$ cat config.mk
export PLATFORM = sky130hd
export DESIGN_NAME = ascii_field_streamer
export DESIGN_NICKNAME = d
export VERILOG_FILES = /design/src/rtl/ascii_field_streamer.sv
export SDC_FILE = /design/constraint.sdc
export NUM_CORES = 1
export LEC_CHECK = 0
export BUFFER_PORTS_ARGS = -buffer_cell sky130_fd_sc_hd__buf_2
export CELL_PAD_IN_SITES_DETAIL_PLACEMENT = 1
export CELL_PAD_IN_SITES_GLOBAL_PLACEMENT = 1
export CORE_MARGIN = 2
export CORE_UTILIZATION = 30
export DETAILED_ROUTE_END_ITERATION = 7
export MAX_ROUTING_LAYER = met4
export PLACE_DENSITY_LB_ADDON = 0.1
export SLEW_MARGIN = 5
export SYNTH_ARGS = -nofsm -noshare
export SYNTH_HDL_FRONTEND = slang
export SYNTH_SLANG_ARGS = --single-unit
$ cat constraint.sdc
create_clock -name clk -period 1.86 [get_ports clk]
set_input_delay 0.093 -clock clk [delete_from_list [all_inputs] [get_ports clk]]
set_output_delay 0.093 -clock clk [all_outputs]
set_load 0.05 [all_outputs]
$ cat src/rtl/ascii_field_streamer.sv
// ascii_field_streamer
// Round-robin arbiter that shares one binary-to-ASCII path among NREQ debug
// requesters. Each grant captures a W-bit field and emits it as the text frame
//   'A'+k, ':', W bit characters MSB first ('1'/'0'), '\n'
// over a valid/ready byte stream. All outputs come straight from registers.
module ascii_field_streamer #(
  parameter int NREQ = 4,
  parameter int W    = 3
) (
  input  logic              clk,
  input  logic              rst_n,
  input  logic [NREQ-1:0]   req,
  input  logic [NREQ*W-1:0] data,
  output logic [NREQ-1:0]   ack,
  output logic [7:0]        tx_data,
  output logic              tx_valid,
  input  logic              tx_ready,
  output logic              busy
);

  localparam int PW = (NREQ > 1) ? $clog2(NREQ) : 1;
  localparam int CW = (W > 1) ? $clog2(W) : 1;

  localparam logic [7:0] CH_TAG0 = 8'h41;
  localparam logic [7:0] CH_SEP  = 8'h3A;
  localparam logic [7:0] CH_EOL  = 8'h0A;
  localparam logic [7:0] CH_IDLE = 8'h00;

  typedef enum logic [2:0] {
    IDLE = 3'd0,
    TAG  = 3'd1,
    SEP  = 3'd2,
    BITS = 3'd3,
    EOL  = 3'd4
  } state_e;

  // ASCII character for one field bit
  function automatic logic [7:0] bit_char(input logic b);
    if (b) begin
      return 8'h31;
    end else begin
      return 8'h30;
    end
  endfunction

  // Tag character for a requester index
  function automatic logic [7:0] tag_char(input logic [PW-1:0] k);
    return CH_TAG0 + {{(8-PW){1'b0}}, k};
  endfunction

  state_e            state_q, state_d;
  logic [PW-1:0]     ptr_q, ptr_d;
  logic [W-1:0]      shift_q, shift_d;
  logic [CW-1:0]     cnt_q, cnt_d;
  logic [NREQ-1:0]   ack_q, ack_d;
  logic [7:0]        tx_data_q, tx_data_d;
  logic              tx_valid_q, tx_valid_d;
  logic              busy_q, busy_d;

  logic [W-1:0]      field_s [NREQ];
  logic              found_s;
  logic [PW-1:0]     win_s;
  logic [W-1:0]      shifted_s;
  logic              accept_s;

  // Unpack the flattened field bus into one entry per requester
  always_comb begin
    for (int k = 0; k < NREQ; k++) begin
      field_s[k] = data[k*W +: W];
    end
  end

  // Round-robin search starting just after the last winner
  always_comb begin
    logic [PW-1:0] idx_v;
    found_s = 1'b0;
    win_s   = ptr_q;
    idx_v   = '0;
    for (int i = 1; i <= NREQ; i++) begin
      idx_v = PW'((int'(ptr_q) + i) % NREQ);
      if (req[idx_v] && !found_s) begin
        found_s = 1'b1;
        win_s   = idx_v;
      end else begin
        found_s = found_s;
      end
    end
  end

  // Next-state and next-output logic for the frame sequencer
  always_comb begin
    state_d    = state_q;
    ptr_d      = ptr_q;
    shift_d    = shift_q;
    cnt_d      = cnt_q;
    ack_d      = '0;
    tx_data_d  = tx_data_q;
    tx_valid_d = tx_valid_q;
    busy_d     = busy_q;
    accept_s   = tx_valid_q && tx_ready;
    shifted_s  = shift_q << 1;

    case (state_q)
      IDLE: begin
        if (found_s) begin
          state_d       = TAG;
          ptr_d         = win_s;
          shift_d       = field_s[win_s];
          cnt_d         = '0;
          ack_d[win_s]  = 1'b1;
          tx_data_d     = tag_char(win_s);
          tx_valid_d    = 1'b1;
          busy_d        = 1'b1;
        end else begin
          tx_data_d  = CH_IDLE;
          tx_valid_d = 1'b0;
          busy_d     = 1'b0;
        end
      end
      TAG: begin
        if (accept_s) begin
          state_d   = SEP;
          tx_data_d = CH_SEP;
        end else begin
          state_d = TAG;
        end
      end
      SEP: begin
        if (accept_s) begin
          state_d   = BITS;
          cnt_d     = '0;
          tx_data_d = bit_char(shift_q[W-1]);
        end else begin
          state_d = SEP;
        end
      end
      BITS: begin
        if (accept_s) begin
          // Shift after every accepted bit so the MSB always holds the next one
          shift_d = shifted_s;
          if (cnt_q == CW'(W-1)) begin
            state_d   = EOL;
            tx_data_d = CH_EOL;
          end else begin
            cnt_d     = cnt_q + 1'b1;
            tx_data_d = bit_char(shifted_s[W-1]);
          end
        end else begin
          state_d = BITS;
        end
      end
      EOL: begin
        if (accept_s) begin
          state_d    = IDLE;
          tx_data_d  = CH_IDLE;
          tx_valid_d = 1'b0;
          busy_d     = 1'b0;
        end else begin
          state_d = EOL;
        end
      end
      default: begin
        state_d    = IDLE;
        tx_data_d  = CH_IDLE;
        tx_valid_d = 1'b0;
        busy_d     = 1'b0;
      end
    endcase
  end

  // State, datapath and output registers; reset drops any frame in flight
  always_ff @(posedge clk or negedge rst_n) begin
    if (!rst_n) begin
      state_q    <= IDLE;
      ptr_q      <= PW'(NREQ-1);
      shift_q    <= '0;
      cnt_q      <= '0;
      ack_q      <= '0;
      tx_data_q  <= CH_IDLE;
      tx_valid_q <= 1'b0;
      busy_q     <= 1'b0;
    end else begin
      state_q    <= state_d;
      ptr_q      <= ptr_d;
      shift_q    <= shift_d;
      cnt_q      <= cnt_d;
      ack_q      <= ack_d;
      tx_data_q  <= tx_data_d;
      tx_valid_q <= tx_valid_d;
      busy_q     <= busy_d;
    end
  end

  assign ack      = ack_q;
  assign tx_data  = tx_data_q;
  assign tx_valid = tx_valid_q;
  assign busy     = busy_q;

endmodule

==> flow_metrics.py <==
metrics = {
    "run_status": {
        "status": "complete, but fails checks",
        "violations": "setup timing",
    },
    "power_and_ir_drop": {
        "power.total_w": 0.00276,
        "intPower_w": 0.00147,
        "p_clk_share_pct": 11.5,
        "pwr-share-seq_pct": 28.2,
        "switching_share_pct": 46.8,
        "p_sw_w": 0.00129,
        "p_comb_share_pct": 60.2,
        "powerDensity_nw_per_um2": 1640,
        "p_leak_nw": 0.809,
        "irDropWorstVdd_v": 0.000444,
    },
    "route": {
        "drcViolationCount": 0,
        "dr_total_vias": 1178,
        "antenna_left": 0,
        "drt-total-wl_um": 3530,
        "via_per_inst": 4.99,
        "drt-pass1-iter-count": 4,
        "first_iter_violations": 34,
        "route.detailed.wl_per_inst_um": 15.0,
    },
    "die": {
        "core-area_um2": 4320,
        "fp.dieH_um": 70.6,
        "row_count": 24,
        "start_util_pct": 30.7,
        "die_x_um": 70.6,
        "io_pins": 33,
        "dieArea_um2": 4980,
    },
    "global_routing": {
        "grt_pass1_wl_um": 5960,
        "antenna_found_initial": 0,
        "grt_pass1_vias": 1201,
        "grt_overflow_total": 0,
        "grt_max_degree": 22,
        "grt_use_total_pct": 15.4,
    },
    "setup_path": {
        "startpoint_type": "flip-flop",
        "rr_worst_depth": 8,
        "cp-end-kind": "flip-flop",
        "r2r_slack_ns": -0.01,
        "required_ns": 2.02,
        "crit_fanout": 8,
        "crit_type": "reg2reg",
        "reg2reg_from": "ptr_q[1]",
        "cp_data_arrival_time_ns": 2.03,
        "rr_endpoint": "shift_q[0]",
    },
    "timing": {
        "worst_pin_slew_ns": 0.525,
        "drv_slew": 0,
        "setup_viol": 1,
        "fin_crit_sh_pct": 101,
        "period_minus_slack_ns": 1.87,
        "clock_skew_ns": 0.00649,
        "hold_violations": 0,
        "setup_ws_ns": -0.0110,
        "clock.fmax_mhz": 534,
        "max_slew_margin_pct": 65.0,
        "rsz0062_at_grt": "yes",
    },
    "clocking": {
        "clkTransAtPathRegs_ns": 0.09,
        "clkLatencyLatePin_ns": 0.27,
        "cts_made_buffers": 3,
        "cts-root-buf": "clkbuf_8",
        "cts_tree": "done",
        "htree_levels": 1,
        "clock_path_buffers": 2,
        "cts_sinks": 21,
    },
    "finish": {
        "fin_nets": 209,
        "stdcell_area_um2": 1680,
        "n_antenna_cell": 0,
        "nFillCells": 521,
        "areaGrowthSynthToFinish_pct": 26.5,
        "drive_above_1_share_pct": 34.8,
    },
    "placed_design": {
        "gp_congestion": 0.755,
        "port_buffers": 31,
        "hpwlAfterDp_um": 2670,
        "pre_cts_ws_ns": -0.00803,
        "dpl_cell_area_um2": 1570,
    },
    "synth": {
        "syn_inst": 144,
        "synth_cell_types": 42,
        "syn_area_um2": 1330,
        "seq_area_frac_synth_pct": 39.7,
        "ys_ff_latch": 21,
        "synthFlopType": "dfrtp_1",
        "synth_edf_count": 0,
        "ys.warnings.count": 0,
        "synthArstFlopShare_pct": 100,
        "syn-num-nets": 168,
        "avgSynthCellArea_um2": 9.23,
    },
    "hold_path": {
        "min_from": "tx_ready",
        "min_to": "busy",
        "hold_path_depth": 2,
        "hp-class": "in2reg",
    },
    "flow_run": {
        "max-cap-violations": 0,
    },
}
==> per-layer routing <==
metal	GRT usage, %	wire (um)	vias up
li1	-	-	588
met1	20.4	1700	573
met2	24.7	1710	15
met3	2.42	106	2
met4	4.40	25	0
met5	-	0	-
==> cells in the mapped netlist, types with 2 or more instances <==
cell	instances	share of area [%]
nand2_1	12	3.4
o22ai_1	6	2.8
nor3_1	3	1.1
nand3_1	6	2.3
nand3b_1	2	1.1
nor3b_1	2	1.1
ha_1	5	4.7
mux2i_1	7	5.3
nor2_1	11	3.1
a21o_1	2	1.1
a21oi_1	9	3.4
o31a_1	2	1.3
a31oi_1	3	1.4
buf_4	3	1.7
dfrtp_1	19	36
clkbuf_1	7	2.0
inv_1	7	2.0
and2_1	5	2.4
nand2b_1	3	1.4
o21ai_0	5	1.9
dfstp_2	2	4.0
mux2_2	3	2.5
==> power groups by stage <==
stage | Sequential (W) | Combinational, W | Clock [W]
6_report | 0.000780 | 0.00166 | 0.000319
5_1_grt | 0.000808 | 0.00182 | 0.000353
4_1_cts | 0.000779 | 0.00161 | 0.000329
3_5_place_dp | 0.000795 | 0.00156 | 0
3_3_place_gp | 0.000782 | 0.00153 | 0
2_1_floorplan | 0.000967 | 0.000983 | 0
==> registers in the layout (all words and copies together), names as in the netlist <==
register and count:
tx_data 6, shift_q 3, ptr_q 2, ack 4
busy 1, state_q 3, cnt_q 2
==> placed cells by master, fill, tap and decap left out, drive strengths merged, types with 2 or more instances in the layout <==
| cell | synthesis | final |
|---|---|---|
| dfrtp | 19 | 19 |
| dfstp | 2 | 2 |
| o22ai | 6 | 6 |
| clkbuf | 7 | 3 |
| nor2 | 12 | 12 |
| mux2 | 3 | 3 |
| o31a | 2 | 2 |
| nand3 | 6 | 6 |
| ha | 5 | 5 |
| o21ai | 5 | 5 |
| a31oi | 4 | 4 |
| buf | 5 | 47 |
| and2 | 5 | 5 |
| nor3b | 2 | 2 |
| a21oi | 9 | 9 |
| a21o | 2 | 2 |
| nand3b | 2 | 2 |
| nor3 | 3 | 3 |
| nand2 | 12 | 12 |
| nand2b | 4 | 4 |
| inv | 7 | 7 |
| mux2i | 7 | 7 |
==> final cells by class <==
class                           count  area, um^2  share of cell area (%)
Tap cell                           52        65.1                    3.87
Sequential cell                    21         528                    31.4
Timing Repair Buffer               48         297                    17.6
Clock buffer                        3        41.3                    2.46
Inverter                            7        26.3                    1.56
Clock inverter                      1        5.00                   0.298
Multi-Input combinational cell    104         718                    42.7
==> worst max-delay path, cell delays in order, from the launching register on <==
cell     delay (ns)
dfstp_2        0.40
buf_6          0.11
buf_4          0.12
a21o_1         0.17
a31oi_4        0.31
buf_4          0.19
mux2i_1        0.19
mux2i_1        0.10
a22o_1         0.18
==> logic make-up after synthesis <==
| kind of cell | Yosys count | share of synthesized area, % |
|---|---|---|
| mux | 10 | 7.82 |
| fa+ha+maj | 5 | 4.71 |
| flops | 21 | 39.7 |
| compound gates | 37 | 20.8 |
| simple gates | 50 | 19.1 |
| xor+xnor | 1 | 0.659 |
| other cells | 1 | 0.282 |
| buf+inv | 19 | 6.87 |
==> how the worst max path moves through the flow <==
stage / end / slack [ns] / start / cells past startpoint
floorplan: tx_data[2] / -0.03 / ptr_q[1] / 8
global placement: tx_data[1] / 0.06 / ptr_q[1] / 7
detailed placement: tx_data[1] / -0.008 / ptr_q[1] / 7
CTS: tx_data[1] / -0.02 / ptr_q[1] / 7
global route: tx_data[1] / -0.10 / ptr_q[1] / 8
finish: shift_q[0] / -0.01 / ptr_q[1] / 8
==> repair_timing <==
action,CTS,global route
pin swaps,4,7
hold endpoints to repair,19,0
endpoints found under the setup margin,1,5
hold buffers,1,0
buffers inserted,3,2
resized for setup,0,4
==> through the flow <==
step	utilization (%)	TNS (ns)	std cells	hold WS (ns)
floorplan	-	-0.0549	144	-0.203
global placement	36.4	0	226	0.0901
detailed placement	36.4	-0.00803	226	0.104
CTS	38.2	-0.0202	234	0.0576
global route	38.9	-0.271	236	0.0682
finish	38.9	-0.0110	236	0.0618
No activity file was read; power rests on OpenSTA's default activity.
